<file path="config.mk">
export PLATFORM = sky130hd
export DESIGN_NAME = rgb_to_grey_pipe_flat
export DESIGN_NICKNAME = d
export VERILOG_FILES = /design/src/rtl/rgb_to_grey_pipe_if.sv /design/src/rtl/rgb_to_grey_pipe.sv /design/src/flat_wrapper.sv
export SDC_FILE = /design/constraint.sdc
export NUM_CORES = 1
export LEC_CHECK = 0
export CAP_MARGIN = 20
export CORE_MARGIN = 4
export CORE_UTILIZATION = 36
export CTS_CLUSTER_SIZE = 12
export DETAILED_ROUTE_END_ITERATION = 12
export HOLD_SLACK_MARGIN = 0.02
export PLACE_DENSITY_LB_ADDON = 0.3
export SKIP_LAST_GASP = 1
export SLEW_MARGIN = 20
export SYNTH_ARGS = -nofsm -noshare
export SYNTH_HDL_FRONTEND = slang
export SYNTH_SLANG_ARGS = --single-unit
</file>
<file path="constraint.sdc">
create_clock -name clk -period 11.1 [get_ports clk]
set_input_delay 2.22 -clock clk [delete_from_list [all_inputs] [get_ports clk]]
set_output_delay 2.22 -clock clk [all_outputs]
set_load 0.1 [all_outputs]
</file>
<file path="src/rtl/rgb_to_grey_pipe_if.sv">
// Pixel stream bundle for rgb_to_grey_pipe: RGB input beat with sideband and
// per-beat configuration, grey output beat with end-of-line marker.
interface rgb_to_grey_pipe_if #(
   parameter int CH_W   = 4,
   parameter int OUT_W  = 4,
   parameter int COEF_W = 5
);
   logic [3*CH_W-1:0] pixel_in;
   logic              in_valid;
   logic              in_ready;
   logic              in_last;
   logic [1:0]        mode;
   logic [COEF_W-1:0] cfg_kr;
   logic [COEF_W-1:0] cfg_kg;
   logic [COEF_W-1:0] cfg_kb;
   logic [OUT_W-1:0]  pixel_out;
   logic              out_valid;
   logic              out_ready;
   logic              out_last;

   // Source/sink side (frame reader feeding, line buffer consuming).
   modport master (
      output pixel_in, in_valid, in_last, mode, cfg_kr, cfg_kg, cfg_kb, out_ready,
      input  in_ready, pixel_out, out_valid, out_last
   );

   // Converter side.
   modport slave (
      input  pixel_in, in_valid, in_last, mode, cfg_kr, cfg_kg, cfg_kb, out_ready,
      output in_ready, pixel_out, out_valid, out_last
   );
endinterface

</file>
<file path="src/rtl/rgb_to_grey_pipe.sv">
// Two-stage RGB->grey converter: S1 registers per-channel products, S2 sums,
// rounds half-up and saturates (or MSB-aligns a single channel for max/green).
module rgb_to_grey_pipe #(
   parameter int CH_W   = 4,
   parameter int OUT_W  = 4,
   parameter int COEF_W = 5,
   parameter int FRAC   = 4,
   parameter int KR     = 5,
   parameter int KG     = 9,
   parameter int KB     = 2
) (
   input  logic                clk,
   input  logic                rst,
   rgb_to_grey_pipe_if.slave   bus
);

   localparam int PW     = CH_W + COEF_W;
   localparam int SUM_W  = PW + 2;
   localparam int SH     = FRAC + CH_W - OUT_W;
   localparam int LSH    = (SH < 0) ? -SH : 0;
   localparam int WIDE_W = SUM_W + 1 + LSH;

   localparam logic [COEF_W-1:0] KR_C = COEF_W'(KR);
   localparam logic [COEF_W-1:0] KG_C = COEF_W'(KG);
   localparam logic [COEF_W-1:0] KB_C = COEF_W'(KB);
   localparam logic [WIDE_W-1:0] OUT_MAX = (WIDE_W'(1) << OUT_W) - WIDE_W'(1);

   localparam logic [1:0] MODE_WEIGHTED = 2'b00;
   localparam logic [1:0] MODE_MAX      = 2'b01;
   localparam logic [1:0] MODE_GREEN    = 2'b10;
   localparam logic [1:0] MODE_RUNTIME  = 2'b11;

   // Handshake: a beat moves across a boundary on the cycle where valid and
   // ready are both high; in_ready depends only on pipeline state, never on
   // in_valid, and a presented output beat stays unchanged until accepted.
   logic s2_en;
   logic s1_en;

   logic [CH_W-1:0]   r_in, g_in, b_in;
   logic [COEF_W-1:0] kr_sel, kg_sel, kb_sel;
   logic [CH_W-1:0]   chan_sel;

   logic              s1_valid_q, s1_valid_d;
   logic [PW-1:0]     s1_pr_q, s1_pr_d;
   logic [PW-1:0]     s1_pg_q, s1_pg_d;
   logic [PW-1:0]     s1_pb_q, s1_pb_d;
   logic [CH_W-1:0]   s1_chan_q, s1_chan_d;
   logic [1:0]        s1_mode_q, s1_mode_d;
   logic              s1_last_q, s1_last_d;

   logic              out_valid_q, out_valid_d;
   logic [OUT_W-1:0]  pixel_out_q, pixel_out_d;
   logic              out_last_q, out_last_d;

   logic [SUM_W-1:0]  sum;
   logic [WIDE_W-1:0] wide_sum;
   logic [WIDE_W-1:0] y_full;
   logic [OUT_W-1:0]  weighted_grey;
   logic [OUT_W-1:0]  aligned;
   logic [OUT_W-1:0]  s2_result;

   assign s2_en = !out_valid_q || bus.out_ready;
   assign s1_en = !s1_valid_q || s2_en;

   assign bus.in_ready  = s1_en;
   assign bus.out_valid = out_valid_q;
   assign bus.pixel_out = pixel_out_q;
   assign bus.out_last  = out_last_q;

   // Input decode: channel split, weight select and single-channel pick.
   always_comb begin
      r_in = bus.pixel_in[3*CH_W-1 -: CH_W];
      g_in = bus.pixel_in[2*CH_W-1 -: CH_W];
      b_in = bus.pixel_in[CH_W-1:0];

      kr_sel = (bus.mode == MODE_RUNTIME) ? bus.cfg_kr : KR_C;
      kg_sel = (bus.mode == MODE_RUNTIME) ? bus.cfg_kg : KG_C;
      kb_sel = (bus.mode == MODE_RUNTIME) ? bus.cfg_kb : KB_C;

      chan_sel = g_in;
      if (bus.mode == MODE_MAX) begin
         chan_sel = r_in;
         if (g_in > chan_sel) chan_sel = g_in;
         if (b_in > chan_sel) chan_sel = b_in;
      end
   end

   // Sum of three products cannot overflow SUM_W; one extra bit absorbs the
   // rounding constant before the shift.
   always_comb begin
      sum      = SUM_W'(s1_pr_q) + SUM_W'(s1_pg_q) + SUM_W'(s1_pb_q);
      wide_sum = WIDE_W'(sum);
   end

   generate
      if (SH > 0) begin : g_round
         always_comb y_full = (wide_sum + (WIDE_W'(1) << (SH - 1))) >> SH;
      end else begin : g_shl
         always_comb y_full = wide_sum << LSH;
      end

      if (OUT_W >= CH_W) begin : g_pad
         always_comb aligned = OUT_W'(s1_chan_q) << (OUT_W - CH_W);
      end else begin : g_drop
         always_comb aligned = s1_chan_q[CH_W-1 -: OUT_W];
      end
   endgenerate

   always_comb begin
      if (y_full > OUT_MAX) begin
         weighted_grey = '1;
      end else begin
         weighted_grey = y_full[OUT_W-1:0];
      end

      case (s1_mode_q)
         MODE_MAX, MODE_GREEN: s2_result = aligned;
         default:              s2_result = weighted_grey;
      endcase
   end

   // Next-state: each stage loads only when its enable is high; data
   // registers only move with a real beat so idle stages keep old contents.
   always_comb begin
      s1_valid_d  = s1_valid_q;
      s1_pr_d     = s1_pr_q;
      s1_pg_d     = s1_pg_q;
      s1_pb_d     = s1_pb_q;
      s1_chan_d   = s1_chan_q;
      s1_mode_d   = s1_mode_q;
      s1_last_d   = s1_last_q;
      out_valid_d = out_valid_q;
      pixel_out_d = pixel_out_q;
      out_last_d  = out_last_q;

      if (s1_en) begin
         s1_valid_d = bus.in_valid;
         if (bus.in_valid) begin
            s1_pr_d   = PW'(r_in) * PW'(kr_sel);
            s1_pg_d   = PW'(g_in) * PW'(kg_sel);
            s1_pb_d   = PW'(b_in) * PW'(kb_sel);
            s1_chan_d = chan_sel;
            s1_mode_d = bus.mode;
            s1_last_d = bus.in_last;
         end
      end

      if (s2_en) begin
         out_valid_d = s1_valid_q;
         if (s1_valid_q) begin
            pixel_out_d = s2_result;
            out_last_d  = s1_last_q;
         end
      end
   end

   always_ff @(posedge clk) begin
      if (rst) begin
         s1_valid_q  <= 1'b0;
         s1_pr_q     <= '0;
         s1_pg_q     <= '0;
         s1_pb_q     <= '0;
         s1_chan_q   <= '0;
         s1_mode_q   <= MODE_WEIGHTED;
         s1_last_q   <= 1'b0;
         out_valid_q <= 1'b0;
         pixel_out_q <= '0;
         out_last_q  <= 1'b0;
      end else begin
         s1_valid_q  <= s1_valid_d;
         s1_pr_q     <= s1_pr_d;
         s1_pg_q     <= s1_pg_d;
         s1_pb_q     <= s1_pb_d;
         s1_chan_q   <= s1_chan_d;
         s1_mode_q   <= s1_mode_d;
         s1_last_q   <= s1_last_d;
         out_valid_q <= out_valid_d;
         pixel_out_q <= pixel_out_d;
         out_last_q  <= out_last_d;
      end
   end

endmodule

</file>
<file path="src/flat_wrapper.sv">
// flat-port wrapper written by rule: the top's interface ports become plain ports
module rgb_to_grey_pipe_flat 
#(
   parameter int CH_W   = 4,
   parameter int OUT_W  = 4,
   parameter int COEF_W = 5,
   parameter int FRAC   = 4,
   parameter int KR     = 5,
   parameter int KG     = 9,
   parameter int KB     = 2
)
  (clk, rst, bus_pixel_in, bus_in_valid, bus_in_last, bus_mode, bus_cfg_kr, bus_cfg_kg, bus_cfg_kb, bus_out_ready, bus_in_ready, bus_pixel_out, bus_out_valid, bus_out_last);
  rgb_to_grey_pipe_if #(.CH_W(CH_W), .OUT_W(OUT_W), .COEF_W(COEF_W)) bus_i ();
  input  logic clk;
  input  logic rst;
  input wire logic [$bits(bus_i.pixel_in)-1:0] bus_pixel_in;
  input wire logic [$bits(bus_i.in_valid)-1:0] bus_in_valid;
  input wire logic [$bits(bus_i.in_last)-1:0] bus_in_last;
  input wire logic [$bits(bus_i.mode)-1:0] bus_mode;
  input wire logic [$bits(bus_i.cfg_kr)-1:0] bus_cfg_kr;
  input wire logic [$bits(bus_i.cfg_kg)-1:0] bus_cfg_kg;
  input wire logic [$bits(bus_i.cfg_kb)-1:0] bus_cfg_kb;
  input wire logic [$bits(bus_i.out_ready)-1:0] bus_out_ready;
  output wire logic [$bits(bus_i.in_ready)-1:0] bus_in_ready;
  output wire logic [$bits(bus_i.pixel_out)-1:0] bus_pixel_out;
  output wire logic [$bits(bus_i.out_valid)-1:0] bus_out_valid;
  output wire logic [$bits(bus_i.out_last)-1:0] bus_out_last;
  assign bus_i.pixel_in = bus_pixel_in;
  assign bus_i.in_valid = bus_in_valid;
  assign bus_i.in_last = bus_in_last;
  assign bus_i.mode = bus_mode;
  assign bus_i.cfg_kr = bus_cfg_kr;
  assign bus_i.cfg_kg = bus_cfg_kg;
  assign bus_i.cfg_kb = bus_cfg_kb;
  assign bus_i.out_ready = bus_out_ready;
  assign bus_in_ready = bus_i.in_ready;
  assign bus_pixel_out = bus_i.pixel_out;
  assign bus_out_valid = bus_i.out_valid;
  assign bus_out_last = bus_i.out_last;
  rgb_to_grey_pipe #(.CH_W(CH_W), .OUT_W(OUT_W), .COEF_W(COEF_W), .FRAC(FRAC), .KR(KR), .KG(KG), .KB(KB)) u_core (.clk(clk), .rst(rst), .bus(bus_i));
endmodule
</file>
==> results.sh <==
export IMPL_status="finished, final reports clean"
export IMPL_path_class="primary input to output port"
export IMPL_fin_ws_ns=4.880
export IMPL_rr_worst_depth=17
export IMPL_hp_start="u_core.s1_last_q"
export IMPL_synth_area_mux_share=0.01363
export IMPL_startpoint_type="primary input"
export IMPL_route_detailed_wl_per_inst_um=14.30
export IMPL_worstSkewPairLatency_ns=0.28
export IMPL_synth_nets=668
export IMPL_swShare=0.3725
export IMPL_fin_tns_setup_ns=0
export IMPL_overflow=0
export IMPL_post_dp_hpwl_um=8504
export IMPL_clock_power_share=0.271
export IMPL_die_width_um=118.6
export IMPL_drc=0
export IMPL_drt_initial_drc_count=130
export IMPL_cts_resized=0
export IMPL_die_height_um=118.6
export IMPL_n_antenna_cell=0
export IMPL_vias=3842
export IMPL_synth_compound_area_frac=0.2164
export IMPL_synth_seq_area_share=0.1863
export IMPL_max_cap_violations=0
export IMPL_synth_top_family_by_area="adder cells"
export IMPL_gp_congestion=0.8236
export IMPL_rr_endpoint="u_core.bus.pixel_out[3]"
export IMPL_min_to="u_core.bus.out_last"
export IMPL_yosysUniqueCellTypes=52
export IMPL_ys_warnings_count=0
export IMPL_fin_crit_ns=6.220
export IMPL_rsz0062_at_grt="false"
export IMPL_hold_viol_final=0
export IMPL_cts_root_buf="clkbuf_16"
export IMPL_vias_per_cell=5.307
export IMPL_synth_avg_cell_area_um2=8.025
export IMPL_ys_flop_type="dfxtp_1"
export IMPL_initial_utilization=0.3668
export IMPL_worstHoldPathCells=2
export IMPL_hp_class="register to register"
export IMPL_fmax_mhz=160.8
export IMPL_grt_pass1_vias=3820
export IMPL_max_slew_margin=0.3527
export IMPL_numCtsBuffers=5
export IMPL_synth_seq_cells=41
export IMPL_cts_htree_levels=2
export IMPL_synth_simple_area_share=0.1954
export IMPL_setup_viol=0
export IMPL_finalCritPeriodShare=0.5604
export IMPL_cts_hold_fix_buffers=0
export IMPL_switchingPower_mw=0.1964
export IMPL_slew_viol_final=0
export IMPL_grt_max_degree=42
export IMPL_cts_tree="yes"
export IMPL_synth_area_mm2=0.004405
export IMPL_synth_enable_flop_cells=0
export IMPL_synthAdderAreaFrac=0.2738
export IMPL_post_cts_buffers=0
export IMPL_wirelength_um=10350
export IMPL_p_per_area_mw_per_mm2=104.2
export IMPL_r2r_setup_slack_ns=6.70
export IMPL_nNetsFinal=695
export IMPL_pwr_share_comb=0.414
export IMPL_core_area_mm2=0.01201
export IMPL_num_rows=40
export IMPL_dr_pass1_iters=4
export IMPL_required_ns=8.88
export IMPL_grtUsageTotal=0.1522
export IMPL_antenna_found_initial=0
export IMPL_num_io_pins=41
export IMPL_worstSetupEndpointType="output port"
export IMPL_arrival_ns=4.00
export IMPL_pwr_share_seq=0.315
export IMPL_grt_pass1_wl_um=18220
export IMPL_drive_gt1_frac=0.03813
export IMPL_post_place_ws_ns=4.852
export IMPL_dieArea_mm2=0.01407
export IMPL_skew_ns=0.005716
export IMPL_antenna_left=0
export IMPL_ir_worst_vdd_v=0.00006933
export IMPL_path_clk_slew_ns=0.06
export IMPL_area_delta_synth_final_pct=14.83
export IMPL_leakage_nw=2.380
export IMPL_r2r_start="u_core.s1_pg_q[0]"
export IMPL_io_buffers=40
export IMPL_critPathMaxFanout=5
export IMPL_ys_async_sr_fraction=0
export IMPL_synthCells=549
export IMPL_max_clock_path_buffers=2
export IMPL_clock_sinks=41
export IMPL_internal_power_mw=0.3308
export IMPL_synth_xor_area_frac=0.05765
export IMPL_max_slew_worst_pin_slew_ns=0.9686
==> power groups by stage <==
stage	sequential, mW	clock, mW	combinational [mW]
finish	0.166	0.143	0.218
global route	0.167	0.153	0.245
CTS	0.166	0.147	0.219
detailed placement	0.170	0	0.217
global placement	0.169	0	0.212
floorplan	0.180	0	0.151
==> through the flow <==
stage          area [um^2]  hold slack (ns)    util  cells  total power, mW
4_1_cts               5059           0.4575  0.4211    724           0.5319
3_5_place_dp          4912           0.4483  0.4090    716           0.3863
2_1_floorplan         4405           0.4321       -    549           0.3316
6_report              5059           0.4531  0.4211    724           0.5271
3_3_place_gp          4912           0.4438  0.4090    716           0.3815
5_1_grt               5059           0.4739  0.4211    724           0.5652
==> worst max path at each step <==
stage | start | end | slack [ns] | cells after the start
after global placement | bus_out_ready | bus_in_ready | 4.88 | 4
after detailed placement | bus_mode[1] | u_core.s1_pr_q[8] | 4.85 | 16
after CTS | bus_out_ready | bus_in_ready | 4.87 | 4
final | bus_out_ready | bus_in_ready | 4.88 | 4
after global routing | bus_out_ready | bus_in_ready | 4.77 | 4
after floorplan | bus_mode[1] | u_core.s1_pb_q[8] | 5.76 | 14
==> kinds of logic (layout without fill, tap and decap cells) <==
group | Yosys count | in the layout
and+or+nand+nor | 178 | 178
AOI/OAI and AO/OA | 148 | 148
adders and majority gates | 85 | 85
buffers and inverters | 63 | 91
DFF | 41 | 41
xor gates and xnor gates | 29 | 29
muxes | 5 | 5
==> state kept, by name, summed over array words and instances, names as in the netlist <==
register,cells
u_core.bus.out_valid,1
u_core.s1_pr_q,9
u_core.bus.pixel_out,4
u_core.s1_mode_q,2
u_core.s1_pg_q,9
u_core.s1_valid_q,1
u_core.aligned,4
u_core.s1_last_q,1
u_core.bus.out_last,1
u_core.s1_pb_q,9
==> routing by layer <==
layer / track usage / part of all wire
met1: 0.2174 / 0.51
met4: 0.05214 / 0.017
met3: 0.01435 / 0.025
met5: 0 / 0
met2: 0.2398 / 0.45
==> synthesized netlist by cell type (5+ instances only) <==
| cell type | count | area [um^2] |
|---|---|---|
| nand2_1 | 68 | 255.2 |
| ha_1 | 66 | 825.8 |
| a21oi_1 | 53 | 265.3 |
| dfxtp_1 | 41 | 820.8 |
| inv_1 | 40 | 150.1 |
| nor2_1 | 29 | 108.9 |
| nand3_1 | 26 | 130.1 |
| xnor2_1 | 24 | 210.2 |
| and3_1 | 23 | 143.9 |
| clkbuf_1 | 19 | 71.32 |
| fa_1 | 19 | 380.4 |
| a21o_1 | 16 | 120.1 |
| o21ai_0 | 16 | 80.08 |
| o21a_1 | 13 | 97.59 |
| a211oi_1 | 12 | 90.09 |
| o21bai_1 | 8 | 60.06 |
| nand2b_1 | 6 | 37.54 |
| nor2b_1 | 6 | 37.54 |
| and2_1 | 5 | 31.28 |
| xor2_1 | 5 | 43.79 |
==> placed cells by master, fill, tap and decap left out, types with 16 or more instances in the layout <==
master           instances
a21o_1                  16
a21oi_1                 53
and3_1                  23
clkdlybuf4s50_1         40
dfxtp_1                 41
fa_1                    19
ha_1                    66
inv_1                   40
nand2_1                 68
nand3_1                 26
nor2_1                  29
o21ai_0                 16
xnor2_1                 24
==> cell type report <==
class                           count  area (um^2)
Fill cell                        1213         6953
Clock inverter                      3        21.27
Multi-Input combinational cell    445         3334
Timing Repair Buffer               43        422.9
Clock buffer                        5        125.1
Inverter                           40        150.1
Sequential cell                    41        820.8
Tap cell                          147        183.9
==> worst max-delay path: stages <==
cell	delay (ns)
clkdlybuf4s50_1	0.46
nor2b_1	0.08
nand2_1	0.11
clkdlybuf4s50_1	1.14
Power figures use the tool's default switching activity.
